<file path="src/rtl/snake_step_engine.sv">
// rtl/snake_step_engine.sv - snake step engine: tick sync, move, grow, serial self-collision scan
// Option: SNAKE_WALL_WRAP_EN makes the grid edges wrap instead of ending the game.
module snake_step_engine #(
  parameter int GRID_W  = 32,
  parameter int GRID_H  = 24,
  parameter int MAX_LEN = 16,
  parameter int CW      = 5,
  localparam int IW = $clog2(MAX_LEN),
  localparam int LW = IW + 1
) (
  input  logic          clock,
  input  logic          reset,
  input  logic          newClock,
  input  logic [3:0]    dirButtons,
  input  logic          restart,
  input  logic [CW-1:0] foodX,
  input  logic [CW-1:0] foodY,
  input  logic          foodValid,
  input  logic [IW-1:0] rdIndex,
  output logic [CW-1:0] rdX,
  output logic [CW-1:0] rdY,
  output logic          rdValid,
  output logic [CW-1:0] headX,
  output logic [CW-1:0] headY,
  output logic [LW-1:0] length,
  output logic          ateFood,
  output logic          stepDone,
  output logic          gameOver
);
  typedef enum logic [2:0] {IDLE, SHIFT, CHECK, DONE, OVER} state_t;
  typedef enum logic [1:0] {UP, DOWN, LEFT, RIGHT} dir_t;

  state_t        state, state_n;
  dir_t          dir;
  logic [CW-1:0] bx [MAX_LEN];
  logic [CW-1:0] by [MAX_LEN];
  logic [LW-1:0] len;
  logic [IW-1:0] idx;
  logic          sync1, sync2, sync_prev, tick;
  logic [CW-1:0] nx, ny;
  logic          wall, hit_wall, eat, self_hit, last_idx;

  always_ff @(posedge clock or posedge reset) begin
    if (reset) begin
      sync1     <= 1'b0;
      sync2     <= 1'b0;
      sync_prev <= 1'b0;
    end else begin
      sync1     <= newClock;
      sync2     <= sync1;
      sync_prev <= sync2;
    end
  end

  assign tick = sync2 & ~sync_prev;

  // Edge tests happen before the arithmetic so no coordinate ever underflows.
  always_comb begin
    nx   = bx[0];
    ny   = by[0];
    wall = 1'b0;
    case (dir)
      UP:    if (by[0] == '0) begin wall = 1'b1; ny = CW'(GRID_H - 1); end
             else ny = by[0] - 1'b1;
      DOWN:  if (by[0] == CW'(GRID_H - 1)) begin wall = 1'b1; ny = '0; end
             else ny = by[0] + 1'b1;
      LEFT:  if (bx[0] == '0) begin wall = 1'b1; nx = CW'(GRID_W - 1); end
             else nx = bx[0] - 1'b1;
      default: if (bx[0] == CW'(GRID_W - 1)) begin wall = 1'b1; nx = '0; end
               else nx = bx[0] + 1'b1;
    endcase
  end

`ifdef SNAKE_WALL_WRAP_EN
  assign hit_wall = 1'b0;
`else
  assign hit_wall = wall;
`endif

  assign eat      = foodValid && (nx == foodX) && (ny == foodY);
  assign self_hit = (bx[idx] == bx[0]) && (by[idx] == by[0]);
  assign last_idx = (LW'(idx) == len - 1'b1);

  always_ff @(posedge clock or posedge reset) begin
    if (reset) state <= IDLE;
    else       state <= state_n;
  end

  always_comb begin
    state_n = state;
    case (state)
      IDLE:    if (tick) state_n = SHIFT;
      SHIFT:   state_n = hit_wall ? OVER : CHECK;
      CHECK:   if (self_hit) state_n = OVER;
               else if (last_idx) state_n = DONE;
      DONE:    state_n = IDLE;
      OVER:    state_n = OVER;
      default: state_n = IDLE;
    endcase
    if (restart) state_n = IDLE;
  end

  always_ff @(posedge clock or posedge reset) begin
    if (reset) begin
      for (int i = 0; i < MAX_LEN; i++) begin
        bx[i] <= (i < 3) ? CW'(GRID_W / 2 - i) : '0;
        by[i] <= (i < 3) ? CW'(GRID_H / 2) : '0;
      end
      len     <= LW'(3);
      dir     <= RIGHT;
      idx     <= '0;
      ateFood <= 1'b0;
      rdX     <= '0;
      rdY     <= '0;
      rdValid <= 1'b0;
    end else if (restart) begin
      for (int i = 0; i < MAX_LEN; i++) begin
        bx[i] <= (i < 3) ? CW'(GRID_W / 2 - i) : '0;
        by[i] <= (i < 3) ? CW'(GRID_H / 2) : '0;
      end
      len     <= LW'(3);
      dir     <= RIGHT;
      idx     <= '0;
      ateFood <= 1'b0;
      rdX     <= '0;
      rdY     <= '0;
      rdValid <= 1'b0;
    end else begin
      ateFood <= 1'b0;
      // A reversal request is dropped rather than falling through to a lower priority button.
      if (state == IDLE) begin
        if (dirButtons[3])      begin if (dir != DOWN)  dir <= UP;    end
        else if (dirButtons[2]) begin if (dir != UP)    dir <= DOWN;  end
        else if (dirButtons[1]) begin if (dir != RIGHT) dir <= LEFT;  end
        else if (dirButtons[0]) begin if (dir != LEFT)  dir <= RIGHT; end
      end
      if (state == SHIFT && !hit_wall) begin
        for (int i = 1; i < MAX_LEN; i++) begin
          bx[i] <= bx[i-1];
          by[i] <= by[i-1];
        end
        bx[0] <= nx;
        by[0] <= ny;
        if (eat) begin
          ateFood <= 1'b1;
          if (len < LW'(MAX_LEN)) len <= len + 1'b1;
        end
        idx <= IW'(1);
      end
      if (state == CHECK) idx <= idx + 1'b1;
      rdValid <= (LW'(rdIndex) < len);
      rdX     <= (LW'(rdIndex) < len) ? bx[rdIndex] : '0;
      rdY     <= (LW'(rdIndex) < len) ? by[rdIndex] : '0;
    end
  end

  assign headX    = bx[0];
  assign headY    = by[0];
  assign length   = len;
  assign stepDone = (state == DONE);
  assign gameOver = (state == OVER);
endmodule

</file>
<file path="config.mk">
export PLATFORM = sky130hd
export DESIGN_NAME = snake_step_engine
export DESIGN_NICKNAME = d
export VERILOG_FILES = /design/src/rtl/snake_step_engine.sv
export SDC_FILE = /design/constraint.sdc
export NUM_CORES = 1
export LEC_CHECK = 0
export ABC_AREA = 0
export BUFFER_PORTS_ARGS = -buffer_cell sky130_fd_sc_hd__buf_2
export CAP_MARGIN = 20
export CORE_MARGIN = 4
export CORE_UTILIZATION = 47
export DETAILED_ROUTE_END_ITERATION = 7
export PLACE_DENSITY = 0.69
export SYNTH_ARGS = -nofsm -noshare
export SYNTH_HDL_FRONTEND = slang
export SYNTH_SLANG_ARGS = --single-unit
</file>
<file path="constraint.sdc">
create_clock -name clock -period 9.6 [get_ports clock]
set_input_delay 1.44 -clock clock [delete_from_list [all_inputs] [get_ports clock]]
set_output_delay 1.44 -clock clock [all_outputs]
set_load 0.03 [all_outputs]
</file>
==> impl_metrics.json, run 1 <==
{
  "power_density_mw_per_mm2": 209,
  "utilization_pct": 51.6,
  "ys_types": 67,
  "arrival_ns": 4.43,
  "clock_skew_ns": 0.0105,
  "fmax_ghz": 0.244,
  "fill_cells": 2110,
  "cap_violations": 0,
  "crit_path_start_kind": "register",
  "synth_seq_area_share_pct": 42.1,
  "ys_async_sr_fraction_pct": 100,
  "final_critical_path_setup_slack_ns": 5.50,
  "worst_pin_slew_ns": 1.09,
  "dp_cells": 1411,
  "synth_top_area_share_pct": 37.9,
  "finalHoldViolCount": 0,
  "globalRouteTotalUtil_pct": 21.4,
  "drt_first_pass_iters": 7,
  "grt_pass1_wl_microns": 45600,
  "crit_path_end_kind": "register",
  "wl_met3_microns": 1270,
  "holdCritStartpoint": "sync1$_DFF_PP0_",
  "clk_pin_slew_worst_paths_ns": 0.07,
  "clk_latency_ns": 0.44,
  "synth_top_area_cell": "dfrtp_1",
  "finalCriticalPeriod_ns": 4.10,
  "rsz0062_at_grt": "no",
  "power.total_mw": 2.54,
  "final_layout_size_suffix_gt1_share_pct": 19.5,
  "avgSynthCellArea_sq_um": 9.94,
  "ys_ff_latch": 189,
  "num_vias": 8600,
  "io_buffers": 51,
  "seq_area_sq_mm": 0.00475,
  "antenna_found_initial": 0,
  "worstSetupPathType": "reg -> reg",
  "drc": 0,
  "antenna_cells": 0,
  "critPathMaxFanout": 86,
  "finalNonFillerCells": 1443,
  "relSlewSlack_pct": 27.6,
  "fin_crit_sh_pct": 42.7,
  "power.leakage_nw": 4.74,
  "cp-startpoint": "headY[1]$_DFFE_PP0P_",
  "required_ns": 9.93,
  "finalSetupViolations": 0,
  "numCtsBuffers": 17,
  "cts_hold_buf": 0,
  "synthFlopType": "dfrtp_1",
  "worstHoldPathType": "reg -> reg",
  "syn_nets": 1171,
  "num_io_pins": 52,
  "final_nets": 1146,
  "syn_inst": 1137,
  "dieArea_sq_mm": 0.0266,
  "cts_setup_buffers": 0,
  "fin_hold_ws_ns": 0.360,
  "drv_slew": 0,
  "r2r-start": "headY[1]$_DFFE_PP0P_",
  "cts_resized": 0,
  "core_area_sq_mm": 0.0235,
  "multi_input_area_sq_mm": 0.00591,
  "die_y_microns": 163,
  "syn_area_sq_mm": 0.0113,
  "overflow": 0,
  "wl_met2_microns": 13000,
  "drt_iter0_markers": 922,
  "top_layer_used": "met4",
  "dp_hpwl_microns": 16600,
  "clk_path_buf_depth": 2,
  "ant_nets": 0,
  "area_delta_synth_final_pct": 7.48,
  "cts_sinks": 189,
  "cts_max_level": 4,
  "dp_slack_ns": 5.53,
  "wirelength_microns": 27100,
  "yosys_warnings": 0,
  "synth_area_leaders": "dfrtp_1 38%, mux4_2 17%, nand2_1 11%",
  "grt_pass1_vias": 8345,
  "cts_tree": "built",
  "die_w_microns": 163,
  "fin_tns_setup_ns": 0,
  "viasPerCell": 5.96,
  "status": "complete, no violations",
  "grt_max_degree": 116,
  "root_buffer": "clkbuf_16",
  "routedWlPerCell_microns": 18.8,
  "finalInstanceArea_sq_mm": 0.0121,
  "num_rows": 56,
  "gp_congestion": 0.856,
  "place_area_sq_mm": 0.0115,
  "start_util_pct": 48.0,
  "synth_edf_count": 0,
  "vdd_drop_max_mv": 0.141,
  "m1WireLength_microns": 12100
}
final timing paths:
| path | end | slack (ns) | cells after the start |
|---|---|---|---|
| worst max-delay path | headY[4]$_DFFE_PP0P_ | 5.50 | 9 |
| worst min-delay path | sync2$_DFF_PP0_ | 0.36 | 0 |
| worst max register to register | headY[4]$_DFFE_PP0P_ | 5.50 | 9 |
| worst min register to register | sync2$_DFF_PP0_ | 0.36 | 0 |
| max in group asynchronous | bx[47]$_DFFE_PP0P_ | 7.04 | 3 |
| min in group asynchronous | bx[18]$_DFFE_PP0P_ | 1.11 | 2 |
kinds of logic (layout without fill, tap and decap cells):
logic type,after synthesis,after routing,share of synthesized area (%)
xor+xnor,29,29,2.25
compound gates,214,214,10.9
buf+inv,123,110,5.78
flops,189,189,42.1
simple gates,450,450,17.5
mux,121,121,20.3
fa+ha+maj,11,11,1.22
final cells by class:
class | instances | share of cell area (%)
clock buffers | 20 | 3.84
flip-flops and latches | 189 | 39.1
multi-input cells | 825 | 48.6
repair buffers | 64 | 3.09
well taps | 319 | 3.29
inverters | 15 | 0.525
clock inverters | 11 | 1.49
Yosys cell counts (all sizes together) (2+ instances only):
cell type / instances
nand2: 323
dfrtp: 171
a21oi: 157
mux4: 86
buf: 56
clkbuf: 52
mux2i: 33
nor2: 32
xnor2: 20
dfstp: 18
nand3: 18
o21ai: 15
nor2b: 14
inv: 12
ha: 11
nor3: 10
xor2: 9
a22oi: 8
nand4: 8
nand2b: 7
nor4: 6
nor4b: 6
a31oi: 5
nand3b: 5
a211oi: 4
nand4b: 4
nor3b: 4
o211ai: 4
or3: 4
clkinv: 3
o2bb2ai: 3
a2111oi: 2
and3: 2
mux2: 2
nand4bb: 2
o221ai: 2
or4: 2
worst max-delay path: stages (launching register included):
cell	delay [ns]
dfrtp_1	0.52
inv_1	0.13
ha_1	0.17
or3b_4	0.41
or4_4	0.47
a31oi_4	0.23
or3_4	0.69
buf_4	0.82
nor3_1	0.13
a2111oi_2	0.38
state kept, by name, indices dropped and copies added, names as in the netlist:
register	flops
by	75
rdX	5
sync_prev	1
rdY	5
state	3
bx	75
headY	5
sync1	1
length	5
ateFood	1
rdValid	1
idx	4
sync2	1
headX	5
dir	2
placed cells by master (no fill, tap or decap), types with 13 or more instances in the layout:
cell type / Yosys / routed
dfrtp_1: 171 / 169
clkbuf_16: 0 / 17
buf_2: 17 / 50
mux4_2: 86 / 86
mux2i_1: 33 / 33
nor2_1: 32 / 32
dfstp_2: 18 / 18
buf_4: 17 / 13
nor2b_1: 14 / 14
xnor2_1: 20 / 20
a21oi_1: 152 / 152
nand2_1: 323 / 323
nand3_1: 17 / 17
layer usage:
metal  GRT usage [%]  up-vias
met5               0        -
met4            7.13        0
met3            3.28       44
met2            33.4      241
met1            31.0     4366
li1                -     3949
where the power goes:
group | total [mW] | switching [mW] | leakage [nW] | internal [mW]
sequential | 0.982 | 0.116 | 2.56 | 0.865
clock | 0.779 | 0.319 | 0.311 | 0.460
combinational | 0.777 | 0.500 | 1.87 | 0.277
(Power assumes the default switching activity.)
==> run 2: changes to the inputs <==
--- a/config.mk
+++ b/config.mk
@@ -5,7 +5,7 @@
 export SDC_FILE = /design/constraint.sdc
 export NUM_CORES = 1
 export LEC_CHECK = 0
-export ABC_AREA = 0
+export ABC_AREA = 1
 export BUFFER_PORTS_ARGS = -buffer_cell sky130_fd_sc_hd__buf_2
 export CAP_MARGIN = 20
 export CORE_MARGIN = 4
==> constraint.sdc (replaced) <==
create_clock -name clock -period 4.02 [get_ports clock]
set_input_delay 0.603 -clock clock [delete_from_list [all_inputs] [get_ports clock]]
set_output_delay 0.603 -clock clock [all_outputs]
set_load 0.03 [all_outputs]
==> impl_metrics.json, run 2 <==
{
  "status": "complete, no violations",
  "cap_violations": 0,
  "cts_sinks": 189,
  "synth_top_area_share_pct": 38.3,
  "finalSetupViolations": 0,
  "dp_slack_ns": 0.960,
  "grt_use_met2_pct": 40.7,
  "relSlewSlack_pct": 39.8,
  "power.leakage_nw": 5.49,
  "rsz0062_at_grt": "no",
  "dp_hpwl_microns": 20700,
  "yosys_warnings": 0,
  "cts_setup_buffers": 0,
  "synthTopCellsByCount": "297 x nand2_1, 184 x inv_1, 171 x dfrtp_1",
  "routedWlPerCell_microns": 18.1,
  "io_buffers": 51,
  "gp_congestion": 0.880,
  "worstHoldPathType": "in -> reg",
  "root_buffer": "clkbuf_16",
  "final_nets": 1517,
  "viasPerCell": 5.80,
  "critPathMaxFanout": 68,
  "num_rows": 56,
  "reg_top3": "bx: 75 flops, by: 75 flops",
  "syn_area_sq_mm": 0.0112,
  "drc": 0,
  "start_util_pct": 47.7,
  "synth_edf_count": 0,
  "grt_pass1_vias": 9992,
  "ys_types": 42,
  "fin_crit_sh_pct": 77.5,
  "clock_skew_ns": 0.00751,
  "synthFlopType": "dfrtp_1",
  "antenna_found_initial": 0,
  "ys_async_sr_fraction_pct": 100,
  "die_w_microns": 162,
  "worstSetupPathType": "reg -> reg",
  "power_density_mw_per_mm2": 528,
  "finalCriticalPeriod_ns": 3.11,
  "syn_inst": 1496,
  "grtUsageMet1_pct": 34.1,
  "cts_tree": "built",
  "clk_latency_ns": 0.44,
  "cp_slowest_stage_delay_ns": 0.51,
  "num_io_pins": 52,
  "synth_area_leaders": "dfrtp_1 38%, nand2_1 10%, nand3_1 7.2%",
  "fin_tns_setup_ns": 0,
  "die_y_microns": 162,
  "finalHoldViolCount": 0,
  "clk_path_buf_depth": 2,
  "crit_path_start_kind": "register",
  "ys_ff_latch": 189,
  "fmax_ghz": 0.321,
  "avgSynthCellArea_sq_um": 7.46,
  "grt_use_met3_pct": 4.21,
  "multi_input_area_sq_mm": 0.00505,
  "clk_pin_slew_worst_paths_ns": 0.07,
  "area_delta_synth_final_pct": 8.38,
  "cts_hold_buf": 0,
  "synth.most_common_cell": "nand2_1",
  "arrival_ns": 3.47,
  "worstPathCellList": "clkinv_1, ha_1, inv_1, nor2_1, nand3_2, nand2_1, nor2_4, nand3_4, nor2_4, inv_4, buf_12, o22ai_1",
  "syn_nets": 1530,
  "synth_seq_area_share_pct": 42.6,
  "final_common_cell": "nand2_1",
  "overflow": 0,
  "slowest_stage": "dfrtp_1",
  "grt_pass1_wl_microns": 53000,
  "antenna_cells": 0,
  "final_critical_path_setup_slack_ns": 0.906,
  "final_layout_size_suffix_gt1_share_pct": 10.7,
  "grt.busiest_layer": "met2",
  "globalRouteTotalUtil_pct": 25.2,
  "synth_top_area_cell": "dfrtp_1",
  "vdd_drop_max_mv": 0.290,
  "worst_pin_slew_ns": 0.901,
  "fill_cells": 2277,
  "crit_path_frequent_cell": "nor2_4",
  "seq_area_sq_mm": 0.00476,
  "drv_slew": 0,
  "cts_max_level": 4,
  "final_cell_mix": "297 x nand2_1, 183 x inv_1, 170 x dfrtp_1",
  "num_vias": 10500,
  "core_area_sq_mm": 0.0234,
  "crit_path_end_kind": "register",
  "finalInstanceArea_sq_mm": 0.0121,
  "cts_resized": 0,
  "drt_iter0_markers": 1037,
  "wirelength_microns": 32900,
  "drt_first_pass_iters": 6,
  "numCtsBuffers": 17,
  "dieArea_sq_mm": 0.0263,
  "place_area_sq_mm": 0.0115,
  "ant_nets": 0,
  "required_ns": 4.37,
  "grt_max_degree": 105
}
==> run 2: worst paths after layout <==
check                                           from                 end  slack [ns]  cells past startpoint
worst min register to register       sync1$_DFF_PP0_     sync2$_DFF_PP0_        0.35                      0
worst max-delay path            headX[0]$_DFFE_PP0P_  by[52]$_DFFE_PP0P_        0.91                     12
worst min-delay path                        newClock     sync1$_DFF_PP0_        0.26                      1
min in group asynchronous                      reset  bx[12]$_DFFE_PP0P_        0.34                      2
worst max register to register  headX[0]$_DFFE_PP0P_  by[52]$_DFFE_PP0P_        0.91                     12
max in group asynchronous                      reset  by[51]$_DFFE_PP0P_        2.78                      3
==> run 2: final cells by class <==
cell class	count	area share [%]
multi-input cells	996	41.7
flip-flops and latches	189	39.3
inverters	200	6.29
repair buffers	79	4.43
clock buffers	17	3.52
well taps	319	3.30
clock inverters	15	1.45
==> run 2: kinds of logic after synthesis <==
family | count (synthesis) | share of synthesized area (%)
flip-flops | 189 | 42.6
AND/OR/NAND/NOR | 570 | 22.4
AO/OA/AOI/OAI | 404 | 20.8
XOR/XNOR | 11 | 0.863
buffers and inverters | 311 | 12.2
adder cells (fa/ha/maj) | 11 | 1.23
==> run 2: critical path, delay by kind of cell, from the launching register on <==
kind            cells  cell delay (ns)
buf+inv             4             1.01
compound gates      1             0.21
flops               1             0.51
simple gates        6             0.90
fa+ha+maj           1             0.36
==> run 2: routing by layer <==
| metal | share of wire, % | wire (microns) |
|---|---|---|
| met5 | 0 | 0 |
| met3 | 7.4 | 2430 |
| met4 | 3.0 | 1000 |
| met1 | 43 | 14000 |
| met2 | 47 | 15500 |
==> run 2: where the power goes <==
group	internal [mW]	total [mW]	switching [mW]	leakage [nW]
logic	0.690	2.37	1.68	2.65
clock network	0.939	1.75	0.812	0.286
registers	2.07	2.26	0.191	2.56
==> run 2: through the flow <==
step | std cells | util (%) | hold WS, ns | total power, mW
global placement | 1782 | 49.0 | 0.340 | 4.59
CTS | 1814 | 51.6 | 0.252 | 6.35
finish | 1815 | 51.7 | 0.262 | 6.39
global route | 1815 | 51.7 | 0.251 | 6.75
floorplan | 1496 | - | 0.331 | 4.11
detailed placement | 1782 | 49.0 | 0.338 | 4.61
==> run 3: changes to the inputs <==
==> constraint.sdc (replaced) <==
create_clock -name clock -period 3 [get_ports clock]
set_input_delay 0.45 -clock clock [delete_from_list [all_inputs] [get_ports clock]]
set_output_delay 0.45 -clock clock [all_outputs]
set_load 0.03 [all_outputs]
==> impl_metrics.json, run 3 (same netlist as run 2, synthesis figures left out) <==
{
  "power.total_mw": 8.49,
  "fmax_ghz": 0.386,
  "critPathBufInv": 2,
  "power.leakage_nw": 5.52,
  "grt_use_met3_pct": 3.98,
  "r2r-start": "headY[1]$_DFFE_PP0P_",
  "crit_path_start_kind": "register",
  "cts_resized": 0,
  "worstSetupPathType": "reg -> reg",
  "grt_use_met2_pct": 41.6,
  "clock_skew_ns": 0.00870,
  "clk_pin_slew_worst_paths_ns": 0.08,
  "holdCritStartpoint": "newClock",
  "worst_pin_slew_ns": 0.658,
  "ant_nets": 0,
  "dp_cells": 1789,
  "grt.busiest_layer": "met2",
  "final_nets": 1523,
  "finalHoldViolCount": 0,
  "finalInstanceArea_sq_mm": 0.0121,
  "grtUsageMet1_pct": 35.5,
  "final_common_cell": "nand2_1",
  "io_buffers": 51,
  "relSlewSlack_pct": 55.8,
  "cts_max_level": 4,
  "num_rows": 56,
  "dieArea_sq_mm": 0.0263,
  "reg_top3": "bx: 75 flops, by: 75 flops",
  "dp_hpwl_microns": 20800,
  "slowest_stage": "dfrtp_1",
  "gp_congestion": 0.874,
  "num_vias": 10600,
  "r2r_cells": 9,
  "place_area_sq_mm": 0.0116,
  "drt_iter0_markers": 1169,
  "die_y_microns": 162,
  "r2r_end": "idx[1]$_DFFE_PP0P_",
  "clk_path_buf_depth": 2,
  "whs_path_depth": 1,
  "grt_max_degree": 107,
  "numCtsBuffers": 17,
  "status": "complete, no violations",
  "root_buffer": "clkbuf_16",
  "globalRouteTotalUtil_pct": 25.5,
  "antenna_cells": 0,
  "clk_latency_ns": 0.44,
  "fin_tns_setup_ns": 0,
  "min_to": "sync1$_DFF_PP0_",
  "finalSetupViolations": 0,
  "cts_hold_buf": 0,
  "core_area_sq_mm": 0.0234,
  "final_layout_size_suffix_gt1_share_pct": 11.1,
  "drt_first_pass_iters": 6,
  "drv_slew": 0,
  "power_density_mw_per_mm2": 700,
  "worstPathCellList": "inv_1, ha_1, nand4_2, nand4_1, nor2_4, nor2_2, buf_4, nand2_1, o21ai_0",
  "critPathMaxFanout": 29,
  "antenna_found_initial": 0,
  "r2r_setup_slack_ns": 0.41,
  "viasPerCell": 5.79,
  "required_ns": 3.36,
  "cap_violations": 0,
  "num_io_pins": 52,
  "rsz0062_at_grt": "no",
  "cts_sinks": 189,
  "cp_slowest_stage_delay_ns": 0.49,
  "drc": 0,
  "cts_setup_buffers": 0,
  "finalNonFillerCells": 1821,
  "crit_family": "simple AND/OR/NAND/NOR gates",
  "cts_tree": "built",
  "arrival_ns": 2.95,
  "grt_pass1_wl_microns": 53900,
  "routedWlPerCell_microns": 18.1,
  "grt_pass1_vias": 10200,
  "fin_crit_sh_pct": 86.4,
  "overflow": 0,
  "crit_path_end_kind": "register",
  "finalCriticalPeriod_ns": 2.59,
  "worstHoldPathType": "in -> reg",
  "area_delta_synth_final_pct": 8.72,
  "final_cell_mix": "297 x nand2_1, 183 x inv_1, 170 x dfrtp_1",
  "die_w_microns": 162,
  "start_util_pct": 47.7,
  "wirelength_microns": 32900,
  "vdd_drop_max_mv": 0.386
}
run 3: layer usage:
layer,routed length (microns),vias to the layer above
met1,14400,5094
met2,15600,381
li1,-,5025
met3,2220,52
met5,0,-
met4,689,0
run 3: report_power, final:
group	total, mW	switching (mW)	internal, mW
registers	3.02	0.239	2.78
logic	3.25	2.28	0.972
clock network	2.22	1.10	1.12
run 3: layout make-up:
cell class | count | area, sq um
tap | 319 | 399
clock buffer | 18 | 439
timing repair buffer | 85 | 611
multi-input combinational | 996 | 5050
fill | 2318 | 11300
inverter | 200 | 761
clock inverter | 14 | 124
sequential | 189 | 4760
run 3: per-stage QoR:
step	util, %	hold WS [ns]	worst slack (ns)
after CTS	51.9	0.0917	0.432
after floorplan	-	0.331	0.130
final	51.9	0.107	0.407
after global placement	49.5	0.333	0.538
after global routing	51.9	0.0893	0.235
after detailed placement	49.5	0.337	0.497
run 3: worst max-delay path by stage:
stage	to	slack [ns]	cells past startpoint	start
finish	idx[1]$_DFFE_PP0P_	0.41	9	headY[1]$_DFFE_PP0P_
detailed placement	idx[1]$_DFFE_PP0P_	0.50	9	headY[1]$_DFFE_PP0P_
CTS	idx[1]$_DFFE_PP0P_	0.43	9	headY[1]$_DFFE_PP0P_
global route	idx[1]$_DFFE_PP0P_	0.23	10	headY[0]$_DFFE_PP0P_
global placement	idx[1]$_DFFE_PP0P_	0.54	9	headY[1]$_DFFE_PP0P_
floorplan	ateFood$_DFF_PP0_	0.13	1	reset
